--- src/rtl/edge_capture_bank.sv ---
// edge_capture_bank: per-channel synchroniser + mode-selected edge detector with pulse, sticky flag and saturating counter
// Ports:
//   clock  - single clock, all state updates on posedge
//   reset  - asynchronous active-high, clears all state at once
//   d      - raw asynchronous inputs, one per channel
//   mode   - per channel [2i+1:2i]: 00 off, 01 rising, 10 falling, 11 both
//   clear  - per-channel synchronous clear of flag and count (an edge in the same cycle wins)
//   q      - synchronised channel value (last sync stage)
//   a      - registered one-cycle edge pulse
//   flag   - sticky edge-seen flag
//   count  - saturating event counters, channel i at [i*CNT_W +: CNT_W]
module edge_capture_bank #(
  parameter int WIDTH       = 4,
  parameter int SYNC_STAGES = 2,
  parameter int CNT_W       = 8
) (
  input  logic                   clock,
  input  logic                   reset,
  input  logic [WIDTH-1:0]       d,
  input  logic [2*WIDTH-1:0]     mode,
  input  logic [WIDTH-1:0]       clear,
  output logic [WIDTH-1:0]       q,
  output logic [WIDTH-1:0]       a,
  output logic [WIDTH-1:0]       flag,
  output logic [WIDTH*CNT_W-1:0] count
);
  logic [SYNC_STAGES-1:0][WIDTH-1:0] sync_q, sync_d;
  logic [WIDTH-1:0] qp_q, a_q, flag_q, flag_d, rise, fall, hit;
  logic [WIDTH-1:0][CNT_W-1:0] cnt_q, cnt_d;
  assign q     = sync_q[SYNC_STAGES-1];
  assign a     = a_q;
  assign flag  = flag_q;
  assign count = cnt_q;
  assign rise  = q & ~qp_q;
  assign fall  = ~q & qp_q;
  always_comb begin
    sync_d[0] = d;
    for (int s = 1; s < SYNC_STAGES; s++) sync_d[s] = sync_q[s-1];
    hit    = '0;
    flag_d = flag_q;
    cnt_d  = cnt_q;
    for (int i = 0; i < WIDTH; i++) begin
      hit[i]    = (mode[2*i] & rise[i]) | (mode[2*i+1] & fall[i]);
      flag_d[i] = hit[i] ? 1'b1 : clear[i] ? 1'b0 : flag_q[i];
      cnt_d[i]  = clear[i] ? (hit[i] ? CNT_W'(1) : '0)
                : (hit[i] && cnt_q[i] != {CNT_W{1'b1}}) ? cnt_q[i] + CNT_W'(1) : cnt_q[i];
    end
  end
  always_ff @(posedge clock or posedge reset) begin
    if (reset) begin
      sync_q <= '0;
      qp_q   <= '0;
      a_q    <= '0;
      flag_q <= '0;
      cnt_q  <= '0;
    end else begin
      sync_q <= sync_d;
      qp_q   <= q;
      a_q    <= hit;
      flag_q <= flag_d;
      cnt_q  <= cnt_d;
    end
  end
endmodule

--- config.mk ---
export PLATFORM = sky130hd
export DESIGN_NAME = edge_capture_bank
export DESIGN_NICKNAME = d
export VERILOG_FILES = /design/src/rtl/edge_capture_bank.sv
export SDC_FILE = /design/constraint.sdc
export NUM_CORES = 1
export LEC_CHECK = 0
export ABC_AREA = 1
export BUFFER_PORTS_ARGS = -buffer_cell sky130_fd_sc_hd__buf_2
export CAP_MARGIN = 30
export CORE_ASPECT_RATIO = 1.1
export CORE_UTILIZATION = 30
export DETAILED_ROUTE_END_ITERATION = 16
export PLACE_DENSITY = 0.61
export SETUP_SLACK_MARGIN = 0.3
export SYNTH_ARGS = -nofsm -noshare
export SYNTH_HDL_FRONTEND = slang
export SYNTH_SLANG_ARGS = --single-unit
--- constraint.sdc ---
create_clock -name clock -period 1.77 [get_ports clock]
set_input_delay 0.531 -clock clock [delete_from_list [all_inputs] [get_ports clock]]
set_output_delay 0.531 -clock clock [all_outputs]
set_load 0.005 [all_outputs]
* Word level (Yosys, flattened, before mapping) *
Index checks and enable logic that the tools add are counted.

word-level totals
  register bits after elaboration = 52
  latch bits = 0
  bits in writable memories = 0
  bits in read-only memories = 0
  input port bits = 18
  output and inout bits = 44
  word-level logic and storage cells = 68
  memories = 0

cells by class
  add/sub/neg operators = 4
  $mul = 0
  div/mod/pow operators = 0
  magnitude comparators = 0
  equal/unequal tests = 4
  shift-type cells = 0
  multiplexer cells = 20
  bitwise operators = 16
  reductions and logical operators = 12

operator list
  cell                   number
  $mux W8                8
  $add A8 B1 Y8 const B  4
  $ne A8 B8 Y1 const B   4
  $reduce_bool A2 Y1     8
  $mux W1                12
  $and A1 B1 Y1          8
  $and A4 B4 Y4          2
  $not A4 Y4             2
  $logic_and A1 B1 Y1    4
  $or A1 B1 Y1           4

* Depth between registers and ports, before layout *
  word-level depth = 7
  depth in mapped cells = 9

* Least setup slack after synthesis *
Ideal clock, no wire load.

  path type = reg-to-reg
  start = reg cnt_q (netlist bit count[0])
  end = reg cnt_q (netlist bit count[0])
  library setup time = 0.121 ns
  arrival time = 1.145 ns
  data required time = 1.649 ns
  setup slack = 0.504 ns
  stages on the path, launching flop included = 10
  clock period less this slack = 1.266 ns
  cell sequence = dfrtp_1 ha_1 nand2_1 nor2_1 nand2_1 nand2_2 nand2_4 clkinv_2 nand2_1 nand2_1

between the ends
  cells in the longest elaborated chain, start to end = 3
  elaborated cells on any way between the ends = 6

RTL lines
  item                                                   line  text
  from (decl)                                            29    logic [WIDTH-1:0][CNT_W-1:0] cnt_q, cnt_d;
  from (signal assigned)                                 61    cnt_q <= cnt_d;
  $add A8 B1 Y8 / $ne A8 B8 Y1 (equally long branches)   46    : (hit[i] && cnt_q[i] != {CNT_W{1'b1}}) ? cnt_q[i] + CNT_W'(1) : cnt_q[i];
  $mux W8 / $logic_and A1 B1 Y1 (equally long branches)  46
  $mux W8 / $reduce_bool A2 Y1 (equally long branches)   --

Several ways; a longest one is shown, not always the timed one. The select of a mux whose other input is x is not followed.
A chain may end at the register's enable or synchronous reset.

* Worst setup path in the final report *
  start = reg cnt_q (netlist bit count[5])
  end = out count[5]

RTL lines
  item       line  text
  to (decl)  25    output logic [WIDTH*CNT_W-1:0] count

No word-level cell between the ends.

==> results.ini <==
[power_and_ir_drop]
p_int_mw = 1.80
clkPwrFrac = 0.335
swShare = 0.258
ir_drop_mv = 0.420
p_leak_nw = 1.76
power.density_nw_per_um2 = 752
seqPwrFrac = 0.542
pwr-share-comb = 0.124
p_switching_mw = 0.625

[worst_setup_path]
cp_slowest_cell = dfrtp_2
r2r_start = count[0]
critPathKind = reg2out
startpoint_type = flip-flop
worstPathMaxFanout = 7
end_kind = primary output
reg2reg_depth = 9
startpoint = count[5]
slowest_delay_ps = 460
cp.depth = 1
crit_end = count[5]
cp.arrival_ps = 890
path_cells = buf_2
crit_buf_inv = 1
r2r-end = count[5]
worstPathRequired_ps = 1240
crit_family = flip-flops
r2r_setup_slack_ps = 410

[synthesis]
synth.avg_cell_area_sq_um = 7.47
synth_area_sq_um = 2610
yosysSeqAreaShare = 0.499
yosysWarnings = 0
synthCells = 349
synth.distinct_cells = 20
synth_seq_cells = 52
synth.net_count = 371

[sta]
grt_setup_unrepaired = false
tightest_slew_ps = 339
slew_headroom = 0.774
finalSetupTns_ps = 0
timing.hold.ws_ps = 314
finalSetupViolations = 0
drv_slew = 0
finalHoldViolations = 0
fin_crit_sh = 0.804
clock_skew_ps = 5.58
fin_crit_ps = 1420
max_freq_mhz = 703

[finish]
drive_gt1_frac = 0.243
register_area_sq_um = 1310
multi_input_area_sq_um = 1090
final_cell_mix = 112 x nand2_1, 61 x buf_2, 52 x inv_1, 47 x dfrtp_1, 39 x nor2_1
syn_to_final_growth_pct = 23.5
fillers = 911
final_net_count = 444
n_antenna_cell = 0
final_common_cell = nand2_1

[routing]
drt-total-wl_mm = 5.60
via_per_inst = 4.41
initialDrtViolationCount = 32
wl_per_cell_um = 10.5
vias = 2354
ant_nets = 0
first_pass_iters = 4
drc = 0

[cts]
insertion_delay_ps = 300
root_buffer = clkbuf_8
cts-hold-fix-buffers = 0
cts_max_level = 2
cts_buffers = 5
clockBufferDepth = 2
cts.sinks = 52
cts_tree = built
clkTransAtPathRegs_ps = 90

[global_routing]
grt_overflow = 0
antenna_found_initial = 0
grt_pass1_vias = 2103
grt_first_pass_wirelength_mm = 9.36
grt.total_usage = 0.124
grt_max_degree = 27

[floorplan]
die_w_um = 90.9
die_h_um = 99.8
rows = 35
die_area_sq_um = 9060
core_sq_um = 8410
ioPinCount = 62
initial_core_util = 0.310

[placed_design]
globalplace.congestion = 0.808
dpl.hpwl_mm = 4.20
io_buffers = 61

[run]
maxCapViolCount = 0

[status]
outcome = complete, no violations

[hold_path]
min_path_type = in2async

-- kinds of logic (layout without fill, tap and decap cells) --
group                      after synthesis  after routing  share of synthesized area
and+or+nand+nor                        201            201                      0.328
AOI/OAI and AO/OA                       32             32                     0.0643
buffers and inverters                   60            134                     0.0888
DFF                                     52             52                      0.499
adders and majority gates                4              4                     0.0192
-- final cells by class --
cell class / instances / share of cell area
Inverter: 60 / 0.0731
Sequential cell: 52 / 0.406
Multi-Input combinational cell: 237 / 0.338
Clock inverter: 2 / 0.0109
Clock buffer: 6 / 0.0225
Timing Repair Buffer: 66 / 0.106
Tap cell: 111 / 0.0431
-- worst min-delay path: cells and delay by family --
kind     cells  cell delay, ps
buf+inv      3             480
-- through the flow --
step	cells	setup slack, ps	power (mW)	cell area [sq um]	util
after floorplan	349	504	1.49	2610	-
after global placement	523	363	1.62	3070	0.365
after detailed placement	523	355	1.62	3070	0.365
after CTS	531	314	2.45	3180	0.378
after global routing	534	302	2.55	3220	0.383
final	534	347	2.42	3220	0.383
-- routing by layer --
layer	track usage	routed length [um]
met4	0.0330	56
met1	0.157	2600
met2	0.215	2720
met3	0.0275	232
met5	0	0
-- worst min-delay path by stage --
stage                     startpoint        end  slack, ps  cells after the start
after global placement     sync_d[4]       q[0]        330                      0
final                          reset       a[3]        310                      3
after floorplan            sync_d[4]       q[0]        330                      0
after CTS                      reset       q[0]        320                      3
after detailed placement   sync_d[4]       q[0]        340                      0
after global routing            d[0]  sync_d[4]        310                      1
-- synthesized netlist by cell type --
cell      count  area share
nand2_4       3       0.013
nand2_2       8       0.019
inv_2         4      0.0058
ha_1          4       0.019
o21bai_1      3      0.0086
clkinv_4      1      0.0034
o21ai_0       9       0.017
nand2_1     113        0.16
nand4_1       4      0.0096
o21ai_1       8       0.015
nor3b_1       1      0.0029
inv_1        54       0.078
nor2_2        1      0.0024
clkinv_2      1      0.0019
nand3b_1      1      0.0029
nand3_1      30       0.058
nor3_1        1      0.0019
dfrtp_1      52        0.50
a21oi_1      12       0.023
nor2_1       39       0.056
-- state kept, by name, indices dropped and copies added, names as in the netlist --
| name | count |
|---|---|
| count | 32 |
| q | 4 |
| sync_d | 4 |
| a | 4 |
| qp_q | 4 |
| flag | 4 |
-- power groups by stage --
stage,sequential (mW),combinational (mW),clock [mW]
2_1_floorplan,1.33,0.159,0
3_3_place_gp,1.33,0.284,0
3_5_place_dp,1.33,0.287,0
4_1_cts,1.31,0.288,0.848
5_1_grt,1.32,0.346,0.882
6_report,1.31,0.300,0.810
-- what timing repair did --
item,in CTS,in global routing
endpoints found under the setup margin,1,12
buffers inserted,0,3
pin swaps,0,1
gates resized for setup,1,10
Note: power is estimated with default switching activity, not from simulation.
